File: src/rtl/tomasulo_pkg.sv
// Shared Tomasulo definitions: Ufop codes, tag constants, entry and dispatch state encodings.
package tomasulo_pkg;

  localparam logic [2:0] OP_NOP = 3'b000;
  localparam logic [2:0] OP_ADD = 3'b010;
  localparam logic [2:0] OP_SUB = 3'b011;
  localparam logic [2:0] OP_SLT = 3'b110;
  localparam logic [2:0] OP_CMP = 3'b111;

  localparam int unsigned TAG_NONE = 0;

  localparam logic [1:0] ST_FREE  = 2'd0;
  localparam logic [1:0] ST_WAIT  = 2'd1;
  localparam logic [1:0] ST_READY = 2'd2;
  localparam logic [1:0] ST_EXEC  = 2'd3;

  localparam logic [1:0] D_IDLE      = 2'd0;
  localparam logic [1:0] D_START     = 2'd1;
  localparam logic [1:0] D_WAIT_DONE = 2'd2;

endpackage

File: src/rtl/entrada_estacao_R.sv
// One reservation-station entry: operand storage, CDB snoop, issue-time CDB bypass and state.
module entrada_estacao_R
  import tomasulo_pkg::*;
#(
  parameter int unsigned DATA_W = 16,
  parameter int unsigned TAG_W  = 3
) (
  input  logic              clk,
  input  logic              rst_n,
  input  logic              i_issue,
  input  logic [2:0]        i_op,
  input  logic [DATA_W-1:0] i_vj,
  input  logic [DATA_W-1:0] i_vk,
  input  logic [TAG_W-1:0]  i_qj,
  input  logic [TAG_W-1:0]  i_qk,
  input  logic              i_cdb_valid,
  input  logic [TAG_W-1:0]  i_cdb_tag,
  input  logic [DATA_W-1:0] i_cdb_data,
  input  logic              i_dispatch,
  input  logic              i_release,
  output logic [1:0]        o_state,
  output logic [2:0]        o_op,
  output logic [DATA_W-1:0] o_vj,
  output logic [DATA_W-1:0] o_vk
);

  logic [1:0]        r_state;
  logic [2:0]        r_op;
  logic [DATA_W-1:0] r_vj, r_vk;
  logic [TAG_W-1:0]  r_qj, r_qk;

  logic              w_iss_qj_hit, w_iss_qk_hit, w_snp_qj_hit, w_snp_qk_hit;
  logic [TAG_W-1:0]  w_iss_qj, w_iss_qk, w_qj_next, w_qk_next;

  // A producer broadcasting in the issue cycle would otherwise be missed forever
  assign w_iss_qj_hit = i_cdb_valid && (i_qj != TAG_W'(TAG_NONE)) && (i_qj == i_cdb_tag);
  assign w_iss_qk_hit = i_cdb_valid && (i_qk != TAG_W'(TAG_NONE)) && (i_qk == i_cdb_tag);
  assign w_iss_qj     = w_iss_qj_hit ? '0 : i_qj;
  assign w_iss_qk     = w_iss_qk_hit ? '0 : i_qk;

  assign w_snp_qj_hit = i_cdb_valid && (r_qj != TAG_W'(TAG_NONE)) && (r_qj == i_cdb_tag);
  assign w_snp_qk_hit = i_cdb_valid && (r_qk != TAG_W'(TAG_NONE)) && (r_qk == i_cdb_tag);
  assign w_qj_next    = w_snp_qj_hit ? '0 : r_qj;
  assign w_qk_next    = w_snp_qk_hit ? '0 : r_qk;

  always_ff @(posedge clk or negedge rst_n) begin
    if (!rst_n) begin
      r_state <= ST_FREE;
      r_op    <= '0;
      r_vj    <= '0;
      r_vk    <= '0;
      r_qj    <= '0;
      r_qk    <= '0;
    end else begin
      case (r_state)
        ST_FREE: if (i_issue) begin
          r_op    <= i_op;
          r_vj    <= w_iss_qj_hit ? i_cdb_data : i_vj;
          r_vk    <= w_iss_qk_hit ? i_cdb_data : i_vk;
          r_qj    <= w_iss_qj;
          r_qk    <= w_iss_qk;
          r_state <= ((w_iss_qj == '0) && (w_iss_qk == '0)) ? ST_READY : ST_WAIT;
        end
        ST_WAIT: begin
          if (w_snp_qj_hit) r_vj <= i_cdb_data;
          if (w_snp_qk_hit) r_vk <= i_cdb_data;
          r_qj <= w_qj_next;
          r_qk <= w_qk_next;
          if ((w_qj_next == '0) && (w_qk_next == '0)) r_state <= ST_READY;
        end
        ST_READY: if (i_dispatch) r_state <= ST_EXEC;
        ST_EXEC:  if (i_release)  r_state <= ST_FREE;
        default:  r_state <= ST_FREE;
      endcase
    end
  end

  assign o_state = r_state;
  assign o_op    = r_op;
  assign o_vj    = r_vj;
  assign o_vk    = r_vk;

endmodule

File: src/rtl/estacao_reserva_r.sv
// R-type reservation station: entry selection for issue and a single-in-flight dispatch FSM.
module estacao_reserva_r
  import tomasulo_pkg::*;
#(
  parameter int unsigned NUM_ENTRIES = 3,
  parameter int unsigned DATA_W      = 16,
  parameter int unsigned TAG_W       = 3,
  parameter int unsigned BASE_TAG    = 1
) (
  input  logic              Clock,
  input  logic              Resetn,
  input  logic              Issue_valid,
  input  logic [2:0]        Issue_op,
  input  logic [DATA_W-1:0] Issue_vj,
  input  logic [DATA_W-1:0] Issue_vk,
  input  logic [TAG_W-1:0]  Issue_qj,
  input  logic [TAG_W-1:0]  Issue_qk,
  output logic [TAG_W-1:0]  Issue_tag,
  output logic              Full,
  input  logic              CDB_valid,
  input  logic [TAG_W-1:0]  CDB_tag,
  input  logic [DATA_W-1:0] CDB_data,
  output logic [DATA_W-1:0] A,
  output logic [DATA_W-1:0] B,
  output logic [2:0]        Ufop,
  output logic              Ready_to_uf,
  output logic [TAG_W-1:0]  Uf_tag,
  input  logic              Done
);

  localparam int unsigned IDX_W = (NUM_ENTRIES > 1) ? $clog2(NUM_ENTRIES) : 1;

  logic [1:0]        w_ent_state [NUM_ENTRIES];
  logic [2:0]        w_ent_op    [NUM_ENTRIES];
  logic [DATA_W-1:0] w_ent_vj    [NUM_ENTRIES];
  logic [DATA_W-1:0] w_ent_vk    [NUM_ENTRIES];

  logic [NUM_ENTRIES-1:0] w_issue_we, w_disp_we, w_rel_we;
  logic                   w_free_found, w_rdy_found, w_complete;
  logic [IDX_W-1:0]       w_free_idx, w_rdy_idx;

  logic [1:0]        r_dstate;
  logic [DATA_W-1:0] r_a, r_b;
  logic [2:0]        r_ufop;
  logic [TAG_W-1:0]  r_uf_tag;
  logic [IDX_W-1:0]  r_exec_idx;

  for (genvar g = 0; g < NUM_ENTRIES; g++) begin : g_ent
    entrada_estacao_R #(.DATA_W(DATA_W), .TAG_W(TAG_W)) u_ent (
      .clk         (Clock),
      .rst_n       (Resetn),
      .i_issue     (w_issue_we[g]),
      .i_op        (Issue_op),
      .i_vj        (Issue_vj),
      .i_vk        (Issue_vk),
      .i_qj        (Issue_qj),
      .i_qk        (Issue_qk),
      .i_cdb_valid (CDB_valid),
      .i_cdb_tag   (CDB_tag),
      .i_cdb_data  (CDB_data),
      .i_dispatch  (w_disp_we[g]),
      .i_release   (w_rel_we[g]),
      .o_state     (w_ent_state[g]),
      .o_op        (w_ent_op[g]),
      .o_vj        (w_ent_vj[g]),
      .o_vk        (w_ent_vk[g])
    );
  end

  always_comb begin
    w_free_found = 1'b0;
    w_free_idx   = '0;
    w_rdy_found  = 1'b0;
    w_rdy_idx    = '0;
    for (int unsigned i = 0; i < NUM_ENTRIES; i++) begin
      if (!w_free_found && (w_ent_state[i] == ST_FREE)) begin
        w_free_found = 1'b1;
        w_free_idx   = IDX_W'(i);
      end
      if (!w_rdy_found && (w_ent_state[i] == ST_READY)) begin
        w_rdy_found = 1'b1;
        w_rdy_idx   = IDX_W'(i);
      end
    end
  end

  // CMP never raises Done, so its own result broadcast also counts as completion
  assign w_complete = Done || (CDB_valid && (CDB_tag == r_uf_tag));

  always_comb begin
    w_issue_we = '0;
    w_disp_we  = '0;
    w_rel_we   = '0;
    for (int unsigned i = 0; i < NUM_ENTRIES; i++) begin
      w_issue_we[i] = Issue_valid && w_free_found && (w_free_idx == IDX_W'(i));
      w_disp_we[i]  = (r_dstate == D_IDLE) && w_rdy_found && (w_rdy_idx == IDX_W'(i));
      w_rel_we[i]   = (r_dstate == D_WAIT_DONE) && w_complete && (r_exec_idx == IDX_W'(i));
    end
  end

  always_ff @(posedge Clock or negedge Resetn) begin
    if (!Resetn) begin
      r_dstate   <= D_IDLE;
      r_a        <= '0;
      r_b        <= '0;
      r_ufop     <= '0;
      r_uf_tag   <= '0;
      r_exec_idx <= '0;
    end else begin
      case (r_dstate)
        D_IDLE: if (w_rdy_found) begin
          r_a        <= w_ent_vj[w_rdy_idx];
          r_b        <= w_ent_vk[w_rdy_idx];
          r_ufop     <= w_ent_op[w_rdy_idx];
          r_uf_tag   <= TAG_W'(BASE_TAG) + TAG_W'(w_rdy_idx);
          r_exec_idx <= w_rdy_idx;
          r_dstate   <= D_START;
        end
        D_START:     r_dstate <= D_WAIT_DONE;
        D_WAIT_DONE: if (w_complete) r_dstate <= D_IDLE;
        default:     r_dstate <= D_IDLE;
      endcase
    end
  end

  assign Full        = !w_free_found;
  assign Issue_tag   = w_free_found ? (TAG_W'(BASE_TAG) + TAG_W'(w_free_idx)) : TAG_W'(TAG_NONE);
  assign A           = r_a;
  assign B           = r_b;
  assign Ufop        = r_ufop;
  assign Uf_tag      = r_uf_tag;
  assign Ready_to_uf = (r_dstate == D_START);

endmodule

File: config.mk
export PLATFORM = sky130hd
export DESIGN_NAME = estacao_reserva_r
export DESIGN_NICKNAME = d
export VERILOG_FILES = /design/src/rtl/tomasulo_pkg.sv /design/src/rtl/entrada_estacao_R.sv /design/src/rtl/estacao_reserva_r.sv
export SDC_FILE = /design/constraint.sdc
export NUM_CORES = 1
export LEC_CHECK = 0
export BUFFER_PORTS_ARGS = -buffer_cell sky130_fd_sc_hd__buf_4
export CORE_UTILIZATION = 61
export CTS_BUF_LIST = sky130_fd_sc_hd__clkbuf_4
export DETAILED_ROUTE_END_ITERATION = 10
export GPL_ROUTABILITY_DRIVEN = 0
export PLACE_DENSITY = 0.83
export SLEW_MARGIN = 10
export SYNTH_ARGS = -nofsm -noshare
export SYNTH_HDL_FRONTEND = slang
export SYNTH_SLANG_ARGS = --single-unit
File: constraint.sdc
create_clock -name Clock -period 2.7 [get_ports Clock]
set_clock_uncertainty 0.15 [all_clocks]
set_input_delay 0.135 -clock Clock [delete_from_list [all_inputs] [get_ports Clock]]
set_output_delay 0.135 -clock Clock [all_outputs]
set_load 0.005 [all_outputs]
==> impl_results.md <==
- Status: finished with violations
- Failing checks: DRC
- Placed inst area: roughly 0.010 mm²
- Compound-Gate Fraction of Synth Area: roughly 23%
- Sequential-to-total area share from yosys stat: 45.95%
- H-Tree Depth: 4
- Vias: roughly 8900
- Synth top area cells: dfrtp_1 46%, o21ai_0 7.4%, a31oi_1 6.6%, nand3_1 5.3%, nor2_1 5.1%
- PwrDens: around 1200 mW/mm²
- Nature of the critical path startpoint: flip-flop
- Leading area contributor after synthesis: dfrtp_1
- Area delta synth->final: 20.33%
- Grt total ovfl: 0
- Setup crit end kind: flip-flop
- Worst-margin pin slew: 729.6 ps
- Antenna-violating nets left: 0
- Post-CTS setup buffer count: 0
- Clock Sinks: 171
- First-pass GRT wire length: 43.74 mm
- Tot GR Track Use: around a third
- Syn. warnings: 0
- Mapped Cells: about 1100
- Worst VDD drop: about 670 µV
- Largest net degree at the start of global routing: 60
- Top_reg_cell synth: dfrtp_1
- Final Cell Area: 0.01121 mm²
- Fin Setup TNS: 0 ps
- Initial core utilization: between 60% and 70%
- Dpl hpwl: ~17 mm
- WP data required: slightly above 3000 ps
- Post-synthesis cell area: 0.009313 mm²
- First-pass detailed-route iteration total: 9
- Simple-gate portion of the synthesized area: approximately 15%
- CP Cell Sequence: inv_1 > ha_1 > clkinv_1 > a41oi_1 > o311ai_0 > nand4_1 > mux2_1
- Yosys top cell area share: 45.95%
- Crit Path Max Fanout: 4
- DRC: 8
- Final Hold Fails: 0
- Setup Viol. Count Final: 0
- Max-cap violations: 0
- HP Class: input pin to flip-flop
- Worst path max stage delay: 420 ps
- PortBufs: about 110
- RSZ-0062 raised after global routing: no
- Fin nets: approximately 1300
- Synth Register Bits: 171
- Largest family of logic cells by synthesized area: compound AO/OA/AOI/OAI gates
- CP max stage cell: dfrtp_1
- Core area: between 0.01 and 0.015 mm²
- CTS tree: built
- Initial DRC Count: approximately 1100
- DR vias/cell: about 6.5
- Slew HR: between 50% and 60%
- Row Count: 44
- Syn avg cell area: approximately 8.9 µm²
- Total Wirelength: around 27 mm
- Wire per inst: just under 20 µm
- Synth async-reset ratio: 100.0%
- CTS max path bufs: 2
- Max-slew violations: 0
- Die area: between 0.015 and 0.02 mm²
- Latest clock arrival within the worst-skew pair: about 580 ps
- P_leak: around 4.8 nW
- CTS root buf: clkbuf_4
- Area of the multi-input gates: approximately 0.0045 mm²
- Initial antenna violation count: 1
- Post-synthesis adder-cell area fraction: roughly 1.6%
- Die Wd: between 100 and 150 µm
- Post-synthesis xor/xnor area fraction: 1.975%
- Yosys cell types: just under 60
- Tcrit/Tclk final: between 80% and 90%
- Most instantiated cells after synthesis: 171 x dfrtp_1, 137 x o21ai_0, 127 x nor2_1
- Clk slew on worst S/H paths: around 130 ps
- Top-count cell post-synth: dfrtp_1
- Mux cell area share after synthesis: 5.858%
- Peak Freq: slightly above 400 MHz
- CP arrival: roughly 2700 ps
- Die height: roughly 130 µm
- Register Area: 0.004279 mm²
- # fillers: around 1000
- IO Pins: roughly 110
- Num CTS Buffers: 17
- Number of global-route vias before repair: roughly 8600
- Post-synth EDFFs: 0
- Layout cell share with drive strength beyond 1: 16.92%
- Worst Setup Path Type: flip-flop to flip-flop
- Syn nets: approximately 1100
- Minimum clock period: 2424 ps
[timing repair]
item,4_1_cts,5_1_grt
hold buffers,62,0
endpoints found under the setup margin,0,0
gates resized for setup,0,0
endpoints found under the hold margin,297,0
[worst max-delay path, delay by kind of cell, from the launching register on]
family,cells,cell delay (ps)
muxes,1,350
buffers and inverters,2,330
DFF,1,420
and+or+nand+nor,1,230
adders and majority gates,1,180
AOI/OAI and AO/OA,2,670
[cell type report]
| type | instances | area share [%] |
|---|---|---|
| Sequential cell | 171 | 38.19 |
| Clock buffer | 18 | 1.206 |
| Inverter | 22 | 0.7369 |
| Timing Repair Buffer | 202 | 15.78 |
| Clock inverter | 13 | 1.552 |
| Antenna cell | 1 | 0.02233 |
| Multi-Input combinational cell | 762 | 40.46 |
| Tap cell | 184 | 2.054 |
[registers in the layout, indices dropped and copies added (netlist names)]
signal	cells
g_ent.u_ent.o_vj	48
g_ent.u_ent.o_vk	48
A	16
B	16
g_ent.u_ent.o_op	9
g_ent.u_ent.r_qj	9
g_ent.u_ent.r_qk	9
g_ent.u_ent.o_state	6
Uf_tag	3
Ufop	3
r_dstate	2
r_exec_idx	2
[path summary, 6_finish.rpt]
check                                     startpoint                         to  slack, ps  cells past startpoint
setup reg to reg           g_ent[2].u_ent.o_state[1]  g_ent[2].u_ent.o_state[0]        280                      7
min in group asynchronous                     Resetn                    Ufop[0]        550                      4
hold reg to reg                                B[10]                      B[10]        350                      2
max in group asynchronous                     Resetn    g_ent[0].u_ent.o_vj[11]       1510                      4
setup / recovery           g_ent[2].u_ent.o_state[1]  g_ent[2].u_ent.o_state[0]        280                      7
hold / removal                             CDB_valid  g_ent[1].u_ent.o_state[1]         40                      5
[power by group]
| part | total, mW | switching (mW) | internal, mW |
|---|---|---|---|
| sequential | 4.62 | 0.768 | 3.86 |
| combinational | 7.47 | 4.43 | 3.04 |
| clock | 1.63 | 0.900 | 0.733 |
[per-stage QoR]
step	power (mW)	std cells	setup WS, ps	hold slack [ps]	utilization [%]
CTS	13.56	1372	327.8	11.01	76.22
global placement	11.55	1279	373.1	9.144	69.77
global route	14.72	1373	169.0	58.95	76.23
floorplan	9.482	1052	464.0	-310.6	-
detailed placement	11.90	1279	359.1	2.227	69.77
finish	13.72	1373	275.7	40.76	76.23
[cell families after synthesis]
group / after synthesis
multiplexers: 53
adder cells (fa/ha/maj): 12
AND/OR/NAND/NOR: 315
AO/OA/AOI/OAI: 360
flip-flops: 171
buffers and inverters: 119
other: 1
XOR/XNOR: 21
[cells in the final DEF (no fill, tap or decap), drive strengths merged, types with 21 or more instances in the layout]
cell type    count
o21ai          143
nand3           98
dfrtp          171
nor2           127
a21oi           65
nand2           44
mux2i           41
inv             21
dlygate4sd3     61
buf            141
xnor2           21
a31oi           98
[per-layer routing]
layer / routed length (µm) / track usage [%] / share of wire [%] / vias to the layer above
met4: 629 / 13.49 / 2.3 / 0
met2: 13010 / 56.96 / 48 / 537
li1: - / - / - / 4041
met1: 10750 / 46.74 / 40 / 4283
met3: 2696 / 7.617 / 10 / 60
met5: 0 / 0 / 0 / -
(Power assumes the default switching activity.)
